--- src/rtl/conv_pkg.sv ---
// Shared types and limits for the 1-D convolution engine.
package conv_pkg;

    typedef enum logic [1:0] {
        IDLE,
        READ,
        DRAIN,
        DONE
    } conv_state_t;

    localparam int unsigned MAX_TAPS = 8;

endpackage

--- src/rtl/conv_window.sv ---
// Sample window, latched coefficients and multiply-add tree of the FIR.
// r_win[t] holds x[m+t]; r_win[0] is the oldest sample in the window.
module conv_window
    import conv_pkg::*;
#(
    parameter int unsigned DATA_W = 32,
    parameter int unsigned TAPS   = 3
) (
    input  logic                     clk,
    input  logic                     rst,
    input  logic                     i_load,
    input  logic [TAPS*DATA_W-1:0]   i_coeff,
    input  logic                     i_shift,
    input  logic [DATA_W-1:0]        i_din,
    output logic [DATA_W-1:0]        o_y
);

    logic [TAPS-1:0][DATA_W-1:0] r_win;
    logic [TAPS-1:0][DATA_W-1:0] r_coef;
    logic [TAPS:0][DATA_W-1:0]   w_next;
    logic [DATA_W-1:0]           w_sum;

    // New sample enters at the top; the concatenation keeps TAPS=1 legal.
    assign w_next = {i_din, r_win};

    // Latch coefficients at run start and shift the window on each valid sample.
    always_ff @(posedge clk) begin
        if (rst) begin
            r_win  <= '0;
            r_coef <= '0;
        end else begin
            if (i_load) begin
                r_coef <= i_coeff;
            end
            if (i_shift) begin
                r_win <= w_next[TAPS:1];
            end
        end
    end

    // Wrapping sum of products over the whole window.
    always_comb begin
        w_sum = '0;
        for (int unsigned t = 0; t < TAPS; t++) begin
            w_sum = w_sum + r_coef[t] * r_win[t];
        end
    end

    assign o_y = w_sum;

endmodule

--- src/rtl/conv1d_engine.sv ---
// Run controller for the 1-D convolution: streams LEN words from v0,
// writes LEN-TAPS+1 FIR results to v1, reports busy/tdone.
module conv1d_engine
    import conv_pkg::*;
#(
    parameter int unsigned DATA_W = 32,
    parameter int unsigned LEN    = 16,
    parameter int unsigned TAPS   = 3,
    parameter int unsigned ADDR_W = 8
) (
    input  logic                     clk,
    input  logic                     rst,
    input  logic                     tstart,
    input  logic [TAPS*DATA_W-1:0]   coeff,
    output logic [ADDR_W-1:0]        v0_addr,
    output logic                     v0_rd_en,
    input  logic [DATA_W-1:0]        v0_rd_data,
    output logic [ADDR_W-1:0]        v1_addr,
    output logic                     v1_wr_en,
    output logic [DATA_W-1:0]        v1_wr_data,
    output logic                     busy,
    output logic                     tdone
);

    localparam logic [ADDR_W-1:0] LAST_RD  = ADDR_W'(LEN - 1);
    localparam logic [ADDR_W-1:0] FIRST_WR = ADDR_W'(TAPS - 1);

    if (TAPS < 1 || TAPS > MAX_TAPS || LEN < TAPS || 64'(LEN) > (64'd1 << ADDR_W)) begin : g_bad_params
        $error("conv1d_engine: illegal LEN/TAPS/ADDR_W combination");
    end

    conv_state_t        r_state;
    logic [ADDR_W-1:0]  r_rd_addr;
    logic               r_rd_en;
    logic               r_drain;
    logic               r_busy;
    logic               r_done;
    logic               r_vld1;
    logic [ADDR_W-1:0]  r_idx1;
    logic               r_wr_en;
    logic [ADDR_W-1:0]  r_wr_addr;
    logic               w_start;
    logic [ADDR_W:0]    w_diff;
    logic [DATA_W-1:0]  w_y;

    assign w_start = (r_state == IDLE) && tstart;

    // Borrow-out of (index - (TAPS-1)) tells whether the window is full yet.
    assign w_diff = {1'b0, r_idx1} - {1'b0, FIRST_WR};

    // Run FSM: read address sequencing, drain, completion pulse.
    always_ff @(posedge clk) begin
        if (rst) begin
            r_state   <= IDLE;
            r_rd_addr <= '0;
            r_rd_en   <= 1'b0;
            r_drain   <= 1'b0;
            r_busy    <= 1'b0;
            r_done    <= 1'b0;
        end else begin
            case (r_state)
                IDLE: begin
                    r_done <= 1'b0;
                    if (tstart) begin
                        r_state   <= READ;
                        r_rd_en   <= 1'b1;
                        r_rd_addr <= '0;
                        r_busy    <= 1'b1;
                    end
                end
                READ: begin
                    if (r_rd_addr == LAST_RD) begin
                        r_state   <= DRAIN;
                        r_rd_en   <= 1'b0;
                        r_rd_addr <= '0;
                        r_drain   <= 1'b0;
                    end else begin
                        r_rd_addr <= r_rd_addr + 1'b1;
                    end
                end
                DRAIN: begin
                    if (r_drain) begin
                        r_state <= DONE;
                        r_done  <= 1'b1;
                    end else begin
                        r_drain <= 1'b1;
                    end
                end
                DONE: begin
                    r_state <= IDLE;
                    r_done  <= 1'b0;
                    r_busy  <= 1'b0;
                end
                default: begin
                    r_state <= IDLE;
                end
            endcase
        end
    end

    // Track read data arrival and schedule the write once the window is full.
    always_ff @(posedge clk) begin
        if (rst) begin
            r_vld1    <= 1'b0;
            r_idx1    <= '0;
            r_wr_en   <= 1'b0;
            r_wr_addr <= '0;
        end else begin
            r_vld1 <= r_rd_en;
            r_idx1 <= r_rd_addr;
            if (r_vld1 && !w_diff[ADDR_W]) begin
                r_wr_en   <= 1'b1;
                r_wr_addr <= w_diff[ADDR_W-1:0];
            end else begin
                r_wr_en   <= 1'b0;
                r_wr_addr <= '0;
            end
        end
    end

    conv_window #(
        .DATA_W (DATA_W),
        .TAPS   (TAPS)
    ) u_window (
        .clk     (clk),
        .rst     (rst),
        .i_load  (w_start),
        .i_coeff (coeff),
        .i_shift (r_vld1),
        .i_din   (v0_rd_data),
        .o_y     (w_y)
    );

    assign v0_addr    = r_rd_addr;
    assign v0_rd_en   = r_rd_en;
    assign v1_addr    = r_wr_addr;
    assign v1_wr_en   = r_wr_en;
    assign v1_wr_data = r_wr_en ? w_y : '0;
    assign busy       = r_busy;
    assign tdone      = r_done;

endmodule
--- config.mk ---
export PLATFORM = sky130hd
export DESIGN_NAME = conv1d_engine
export DESIGN_NICKNAME = d
export VERILOG_FILES = /design/src/rtl/conv_pkg.sv /design/src/rtl/conv_window.sv /design/src/rtl/conv1d_engine.sv
export SDC_FILE = /design/constraint.sdc
export NUM_CORES = 2
export LEC_CHECK = 0
export BUFFER_PORTS_ARGS = -buffer_cell sky130_fd_sc_hd__buf_4
export CORE_MARGIN = 2
export CORE_UTILIZATION = 50
export DETAILED_ROUTE_END_ITERATION = 8
export GPL_ROUTABILITY_DRIVEN = 0
export HOLD_SLACK_MARGIN = 0.06
export PLACE_DENSITY = 0.66
export SYNTH_ARGS = -nofsm -noshare
export SYNTH_HDL_FRONTEND = slang
export SYNTH_HIERARCHICAL = 1
export SYNTH_SLANG_ARGS = --single-unit
--- constraint.sdc ---
create_clock -name clk -period 12.9 [get_ports clk]
set_clock_uncertainty 0.05 [all_clocks]
set_input_delay 2.58 -clock clk [delete_from_list [all_inputs] [get_ports clk]]
set_output_delay 2.58 -clock clk [all_outputs]
set_load 0.03 [all_outputs]
==> qor.yml <==
outcome:
  status: "finished, final reports clean"
clock_network:
  clk_latency_ns: 0.65
  cts_sinks: 224
  htree_num_levels: 1
  cts_tree: "done"
  cts_max_path_buffers: 3
  clk_transition_reported_paths_ns: 0.06
  numCtsBuffers: 31
  cts_root_buffer: "clkbuf_16"
  ctsHoldBuffers: 0
synthesis:
  synthTopCellsByCount: "1415 x inv_1, 1336 x fa_1, 920 x and2_1"
  yosysWarnings: 6
  synth_xor_xnor_area_share: 0.0344
  synth-seq-area-share: 0.0791
  ys.flop_type: "dfxtp_1"
  synth_top_family_by_area: "adder cells"
  async_flop_share: 0
  synth_edf_count: 0
  syn_area_per_cell_sq_um: 9.29
  ys_seq_elements: 224
  synth_top_area_cell: "fa_1"
  yosysUniqueCellTypes: 55
  synth_fa_ha_area_frac: 0.557
  syn_area_sq_um: 56700
  synth_area_leaders: "fa_1 47%, and2_1 10%, inv_1 9.4%"
  synth_fp_nets: 7958
  synth-compound-area-share: 0.0105
  synthSimpleGateAreaFrac: 0.169
  yosysMostFrequentCell: "inv_1"
  synth.area.mux_share: 0.0346
  netlist.area_leader.share: 0.472
  synthCells: 6106
power:
  swShare: 0.485
  pwr-share-clk: 0.233
  vdd_ir_drop_max_mv: 0.117
  combPwrFrac: 0.475
  p_leak_nw: 30.4
  p_per_area_nw_per_um2: 62.2
  seqPwrFrac: 0.292
  p_switching_mw: 1.83
  cellInternalPower_mw: 1.94
  total_power_mw: 3.77
drt:
  drcViolationCount: 0
  vias_per_cell: 5.33
  drt_iter0_drc: 3202
  ant_nets: 0
  firstDrtPassIters: 5
  vias: 40600
  routedWlPerCell_um: 22.6
  wirelength_um: 173000
worst_setup_path:
  cp_max_fo: 18
  rr_endpoint: "u_window/r_win[82]$_SDFFE_PP0P_"
  crit_top_cell: "fa_1"
  reg2reg_from: "r_vld1$_SDFF_PP0_"
  critPathCaptureType: "output port"
  regToRegSetupSlack_ns: 10.34
  max_stage_delay_ns: 0.83
  start_kind: "flop"
  r2r.worst_path.cells: 3
  path_class: "flop to output port"
  required_ns: 10.27
  cp_slowest_cell: "dfxtp_1"
  cp_data_arrival_time_ns: 9.95
timing:
  finalHoldViolCount: 0
  setup_viol: 0
  finalCritPeriodShare: 0.975
  post-route-worst-setup-slack_ns: 0.324
  whs_ns: 0.392
  worst_pin_slew_ns: 1.15
  max_slew_margin: 0.231
  fmaxAchievable_mhz: 79.5
  fin_crit_ns: 12.58
  fin_setup_tns_ns: 0
  slew_viol_final: 0
  rsz0062_at_grt: "no"
hold_path:
  whs_path_depth: 2
  min_to: "v1_addr[0]$_SDFF_PP0_"
  worstHoldStart: "r_idx1[0]$_SDFF_PP0_"
  hold_path.class: "flop to flop"
global_routing:
  grt_first_pass_wirelength_um: 269000
  grt_max_degree: 91
  grt_pass1_vias: 44000
  grt-ovfl-total: 0
  grt_usage: 0.309
  grt_antenna_before_repair: 2
die:
  die_w_um: 341
  dieArea_sq_um: 116000
  core_area_sq_um: 112000
  row_count: 123
  initial_core_util: 0.504
  io_pins: 183
  dieHeight_um: 341
layout:
  multi_input_comb_area_sq_um: 45700
  fin_nets: 7961
  drive_gt1_frac: 0.0662
  ff_latch_area_sq_um: 4540
  fillCellCount: 10100
  areaGrowthSynthToFinish_pct: 6.93
  final_area_sq_um: 60600
placement:
  io_buffers: 182
  placed_area_sq_um: 59600
  dp_hpwl_um: 145000
  place_ws_ns: 0.712
flow_run:
  cap_viol_max_count: 0
==> how the worst max path moves through the flow <==
stage,cells past startpoint,to,startpoint,slack [ns]
finish,28,v1_wr_data[31],u_window/r_win[15]$_SDFFE_PP0P_,0.32
global route,29,v1_wr_data[23],u_window/r_win[69]$_SDFFE_PP0P_,0.04
CTS,30,v1_wr_data[23],u_window/r_win[37]$_SDFFE_PP0P_,0.04
detailed placement,29,v1_wr_data[23],u_window/r_win[67]$_SDFFE_PP0P_,0.71
global placement,26,v1_wr_data[31],u_window/r_win[40]$_SDFFE_PP0P_,0.92
floorplan,29,v1_wr_data[23],u_window/r_win[68]$_SDFFE_PP0P_,1.65
==> kinds of logic after synthesis <==
group	count (synthesis)
AO/OA/AOI/OAI	89
adder cells (fa/ha/maj)	1721
multiplexers	196
buffers and inverters	1744
AND/OR/NAND/NOR	1911
flip-flops	224
XOR/XNOR	221
==> what timing repair did <==
item / CTS / global route
gates resized for setup: 1 / 50
setup endpoints to repair: 1 / 8
buffers inserted: 0 / 0
==> area by class of cell <==
class	count	area share
clock inverters	16	0.00250
diodes	1	0.0000413
well taps	1500	0.0309
inverters	1415	0.0876
repair buffers	299	0.0375
flip-flops and latches	224	0.0749
clock buffers	37	0.0135
multi-input cells	4138	0.753
==> placed cells by master, fill, tap and decap left out, drive strengths merged, types with 4 or more instances in the layout <==
cell type / instances
o21ai: 17
dfxtp: 224
xor2: 43
nand3: 4
xnor2: 177
buf: 299
a21oi: 26
and2: 920
nor2b: 12
inv: 1422
nand4: 6
clkbuf: 37
ha: 385
o21bai: 6
mux2i: 195
clkinv: 6
a31oi: 5
nor2: 229
a21o: 9
nand2b: 5
nand2: 716
nor3: 9
fa: 1336
==> power groups by stage <==
stage	registers, mW	clock network [mW]	logic [mW]
after floorplan	0.851	0	1.21
after global placement	1.09	0	1.76
after detailed placement	1.10	0	1.78
after CTS	1.08	0.901	1.79
after global routing	1.11	0.918	1.94
final	1.10	0.878	1.79
==> critical path: cells and delay by family (launching register included) <==
kind	cells	cell delay, ns
buf+inv	7	0.78
fa+ha+maj	10	5.26
flops	1	0.83
simple gates	2	0.33
xor+xnor	9	2.09
==> stage by stage <==
stage / util / cells
global route: 0.539 / 7629
finish: 0.539 / 7630
detailed placement: 0.530 / 7576
floorplan: - / 6106
CTS: 0.538 / 7629
global placement: 0.530 / 7576
==> state kept, by name (all words and copies together), names as in the netlist <==
name	cells
r_idx1	8
v0_addr	8
busy	1
r_vld1	1
u_window/r_coef	96
r_drain	1
v1_addr	8
v0_rd_en	1
tdone	1
u_window/r_win	96
v1_wr_en	1
r_state	2
==> metal layers <==
metal  vias to the layer above  global-route usage  share of wire
met5                         -                   0        0.00012
li1                      17400                   -              -
met2                      1717               0.486           0.46
met1                     21100               0.408           0.39
met4                         2               0.163          0.067
met3                       422              0.0579          0.085
(Power assumes the default switching activity.)
